`src/rtl/digit_neg_accum.sv`:
```
// Accumulates a frame of NUM_DIGITS signed 4-bit negated BCD digits into an 8-bit sum.
// Optional macro DIGIT_ERR_ABORT_EN: an error digit ends the frame early instead of being skipped.
module digit_neg_accum #(
    parameter int unsigned NUM_DIGITS = 4
) (
    input  logic       clk,
    input  logic       rst,
    input  logic       start,
    input  logic       in_valid,
    output logic       in_ready,
    input  logic [3:0] neg_digit,
    input  logic       digit_err,
    output logic [7:0] result,
    output logic       result_valid,
    output logic       err_out,
    output logic       busy,
    output logic [1:0] state_dbg
);

    typedef enum logic [1:0] {
        IDLE  = 2'd0,
        ACCUM = 2'd1,
        DONE  = 2'd2
    } state_t;

    localparam logic [3:0] LAST_COUNT = 4'(NUM_DIGITS);

    state_t     state, state_nx;
    logic [3:0] cnt, cnt_nx;
    logic [7:0] result_nx;
    logic       err_nx;
    logic       beat;
    logic [3:0] cnt_inc;
    logic [7:0] digit_ext;

    // Handshake: a beat transfers on a rising clk edge where in_valid && in_ready;
    // upstream holds neg_digit/digit_err stable while in_valid is high and not accepted.
    assign beat      = in_valid && in_ready;
    assign cnt_inc   = cnt + 4'd1;
    assign digit_ext = {{4{neg_digit[3]}}, neg_digit};

    always_ff @(posedge clk or posedge rst) begin
        if (rst) begin
            state   <= IDLE;
            cnt     <= 4'd0;
            result  <= 8'd0;
            err_out <= 1'b0;
        end else begin
            state   <= state_nx;
            cnt     <= cnt_nx;
            result  <= result_nx;
            err_out <= err_nx;
        end
    end

    always_comb begin
        state_nx  = state;
        cnt_nx    = cnt;
        result_nx = result;
        err_nx    = err_out;
        case (state)
            IDLE: begin
                if (start) begin
                    state_nx  = ACCUM;
                    cnt_nx    = 4'd0;
                    result_nx = 8'd0;
                    err_nx    = 1'b0;
                end
            end
            ACCUM: begin
                if (beat) begin
                    cnt_nx = cnt_inc;
                    if (cnt_inc == LAST_COUNT) begin
                        state_nx = DONE;
                    end
                    // Error digits never contribute to the sum; the flag stays set until next start.
                    if (digit_err) begin
                        err_nx = 1'b1;
`ifdef DIGIT_ERR_ABORT_EN
                        state_nx = DONE;
`endif
                    end else begin
                        result_nx = result + digit_ext;
                    end
                end
            end
            DONE: begin
                state_nx = IDLE;
            end
            default: begin
                state_nx = IDLE;
            end
        endcase
    end

    assign in_ready     = (state == ACCUM);
    assign result_valid = (state == DONE);
    assign busy         = (state == ACCUM) || (state == DONE);
    assign state_dbg    = state;

endmodule

```
`config.mk`:
```
export PLATFORM = sky130hd
export DESIGN_NAME = digit_neg_accum
export DESIGN_NICKNAME = d
export VERILOG_FILES = /design/src/rtl/digit_neg_accum.sv
export SDC_FILE = /design/constraint.sdc
export NUM_CORES = 1
export LEC_CHECK = 0
export CORE_MARGIN = 2
export CORE_UTILIZATION = 30
export CTS_CLUSTER_DIAMETER = 50
export CTS_CLUSTER_SIZE = 12
export DETAILED_ROUTE_END_ITERATION = 6
export PLACE_DENSITY_LB_ADDON = 0.12
export REMOVE_ABC_BUFFERS = 1
export SYNTH_ARGS = -nofsm -noshare
export SYNTH_HDL_FRONTEND = slang
export SYNTH_SLANG_ARGS = --single-unit
```
`constraint.sdc`:
```
create_clock -name clk -period 3.4 [get_ports clk]
set_clock_uncertainty 0.1 [all_clocks]
set_input_delay 0.85 -clock clk [delete_from_list [all_inputs] [get_ports clk]]
set_output_delay 0.85 -clock clk [all_outputs]
set_load 0.01 [all_outputs]
```
==> impl_summary.log <==
INFO  metric status = completed
INFO  metric synth_largest_type_area_fraction = 32.9%
INFO  metric placement.io_buffers = 22
INFO  metric tritoncts = done
INFO  metric numClockSinks = 15
INFO  metric layout_worst_path_cycle_share = 79.3%
INFO  metric async_reset_ff_share = 100%
INFO  metric finalNetCount = approximately 170
INFO  metric relative_contribution_of_sequential_cells_to_total_power = 30.4%
INFO  metric power_frac_clock = between 10% and 20%
INFO  metric dominant_combinational_cell_family_by_area_after_synthesis = compound AO/OA/AOI/OAI gates
INFO  metric final-setup-viol-count = 0
INFO  metric tightest_slew = about 0.64 ns
INFO  metric root_buffer = clkbuf_8
INFO  metric finalWeightedCongestion = 0.801
INFO  metric setup.worst_path.end_class = output pin
INFO  metric clk_path_buf_depth = 2
INFO  metric cts-hold-fix-buffers = 0
INFO  metric area_growth_syn_to_layout = 25.6%
INFO  metric path_clk_slew = approximately 0.06 ns
INFO  metric initial_core_utilization = around 31%
INFO  metric crit_fanout = 10
INFO  metric syn_inst = between 100 and 150
INFO  metric drc_errors = 0
INFO  metric synth_xor_area_share = slightly above 3%
INFO  metric htreeDepth = 1
INFO  metric synth-compound-area-share = between 20% and 30%
INFO  metric dr.pass1.iters = 4
INFO  metric via_count = between 900 and 1000
INFO  metric critPathLaunch = state_dbg[1]
INFO  metric full_die_area = 4320 um^2
INFO  metric final-hold-violation-count = 0
INFO  metric yosysUniqueCellTypes = 39
INFO  metric muxShareOfSynthArea = roughly 1.8%
INFO  metric grt.total_usage = a little over an eighth
INFO  metric floorplan.io_pins = 23
INFO  metric cts_buffers = 3
INFO  metric grt_antenna_before_repair = 0
INFO  metric fin_util = slightly below 40%
INFO  metric synth_seq_cells = 15
INFO  metric grt.overflow.total = 0
INFO  metric fin_tns_setup = 0 ns
INFO  metric post_synth_fa_ha_maj_area_fraction = around 15%
INFO  metric synth_top_cells_by_area = dfrtp_1 (33%), ha_1 (13%), nand2_1 (4.3%)
INFO  metric layout_cell_share_with_drive_strength_beyond_1 = about 6.8%
INFO  metric startpoint_type = flop
INFO  metric post-cts-setup-buffer-count = 0
INFO  metric min_from = result[5]
INFO  metric ys_seq_area_share = between 30% and 40%
INFO  metric synthesis.yosys.warnings = 0
INFO  metric critical_path.slowest_cell = clkdlybuf4s50_1
INFO  metric max_freq = roughly 0.37 GHz
INFO  metric maxCapViolCount = 0
INFO  metric power.density = roughly 700 nW/um^2
INFO  metric grt_first_pass_wirelength = between 4 and 5 mm
INFO  metric grt_setup_unrepaired = false
INFO  metric dr.first_iter.drc_count = 56
INFO  metric antennaDiodeCount = 0
INFO  metric synth_simple_gate_area_share = 16.4%
INFO  metric fin_max_slew_vios = 0
INFO  metric comb_power_share = between 50 and 60%
INFO  metric post-dp-hpwl = between 1.5 and 2 mm
INFO  metric coreArea = roughly 3700 um^2
INFO  metric whs = 0.418 ns
INFO  metric post_drt_via_cell_ratio = around 4.7
INFO  metric antenna_violating_nets_post_route = 0
INFO  metric netlist.top_cell.by_area = dfrtp_1
INFO  metric worst_ep_required_time = about 2.5 ns
INFO  metric switchingPower = between 0.0004 and 0.0005 W
INFO  metric timing.critical_path.max_delay_family = buffers and inverters
INFO  metric mappedNetlistArea = about 1100 um^2
INFO  metric crit_type = reg2out
INFO  metric chipHeight = roughly 66 um
INFO  metric routed_wire_length = around 2.5 mm
INFO  metric synthMostInstantiatedCell = dfrtp_1
INFO  metric power_report.internal_total = 0.000596 W
INFO  metric leakage = about 0.66 nW
INFO  metric post_synth.cell_area_avg = a little over 9 um^2
INFO  metric critPathMaxStageDelay = about 0.61 ns
INFO  metric number_of_global_route_vias_before_repair = 917
INFO  metric peak_ir_drop_on_the_vdd_network = around 0.28 mV
INFO  metric period_minus_slack = roughly 2.7 ns
INFO  metric dieWidth = ~66 um
INFO  metric clk-insertion-delay-late = 0.25 ns
INFO  metric core.rowCount = 22
INFO  metric critical_path.reg2reg.startpoint = state_dbg[0]
INFO  metric worstPathBufferInverterCount = 2
INFO  metric relSlewSlack = a little under three fifths
INFO  metric netlist_top_cells_count = dfrtp_1 (15), nand2_1 (13), ha_1 (12)
INFO  metric holdCritPathClass = reg2reg
INFO  metric sw_frac_of_total = 40.9%
INFO  metric synth_enable_flop_cells = 0
INFO  metric grt_max_degree = 16
INFO  metric worstPathCellList = inv_1 -> ha_1 -> clkdlybuf4s50_1
INFO  metric cp.arrival = between 1.5 and 2 ns
INFO  metric cts_resized = 0
INFO  metric wl_per_cell = about 13 um
INFO  metric synthFlopType = dfrtp_1
[flip-flops by register name, summed over array words and instances, names as in the netlist]
signal / cells
err_out: 1
result: 8
state_dbg: 2
cnt: 4
[layer usage]
layer / up-vias / GRT usage (%) / share of wire (%)
met5: - / 0 / 0
met4: 0 / 3.13 / 0.76
met3: 2 / 3.60 / 4.2
met2: 17 / 20.7 / 43
met1: 411 / 18.6 / 52
li1: 490 / - / -
[layout make-up]
class / count / area, um^2
timing repair buffer: 23 / 228
multi-input combinational: 93 / 684
fill: 369 / 2230
tap: 48 / 60.1
clock buffer: 3 / 41.3
inverter: 11 / 41.3
sequential: 15 / 375
clock inverter: 1 / 5.00
[worst register-to-register path: cells and delay by family, from the launching register on]
kind                       cells  cell delay [ns]
AOI/OAI and AO/OA              2             0.48
adders and majority gates      1             0.24
buffers and inverters          1             0.08
DFF                            1             0.40
and+or+nand+nor                3             0.77
[power by group through the flow]
stage	logic, W	clock network (W)	registers, W
after floorplan	0.000335	0	0.000320
after global placement	0.000561	0	0.000309
after detailed placement	0.000562	0	0.000311
after CTS	0.000565	0.000158	0.000308
after global routing	0.000625	0.000163	0.000321
final	0.000556	0.000146	0.000307
[cell usage in the layout, fill, tap and decap left out, drive strengths merged, types with 2 or more instances in the layout]
cell type      netlist  layout
clkdlybuf4s50        0      22
dfrtp               15      15
nand2               13      13
ha                  12      12
inv                 11      11
a21oi                9       9
o21ai                9       9
nand3                5       5
nand2b               4       4
a22o                 4       4
xnor2                3       3
clkbuf               0       3
a21o                 3       3
nor2                 2       2
nor2b                2       2
a211o                2       2
nor3                 2       2
a31oi                2       2
nor3b                2       2
mux2i                2       2
o211ai               2       2
[cells by family after synthesis]
group / after synthesis
simple gates: 35
fa+ha+maj: 13
compound gates: 39
buf+inv: 15
mux: 2
flops: 15
xor+xnor: 4
[worst paths after layout]
check,endpoint,slack (ns),depth (start not counted)
setup reg to reg,result[6],1.22,7
min in group asynchronous,state_dbg[0],0.89,2
max in group asynchronous,result[5],1.90,2
setup / recovery,in_ready,0.70,3
hold reg to reg,result[5],0.42,2
hold / removal,result[5],0.42,2
[per-stage QoR]
stage / std cells / setup WS (ns) / area (um^2) / total power, W
after floorplan: 119 / 1.03 / 1100 / 0.000655
after global placement: 190 / 0.540 / 1390 / 0.000869
after detailed placement: 190 / 0.525 / 1390 / 0.000873
after CTS: 194 / 0.629 / 1440 / 0.00103
after global routing: 194 / 0.585 / 1440 / 0.00111
final: 194 / 0.703 / 1440 / 0.00101
Note: power is estimated with default switching activity, not from simulation.
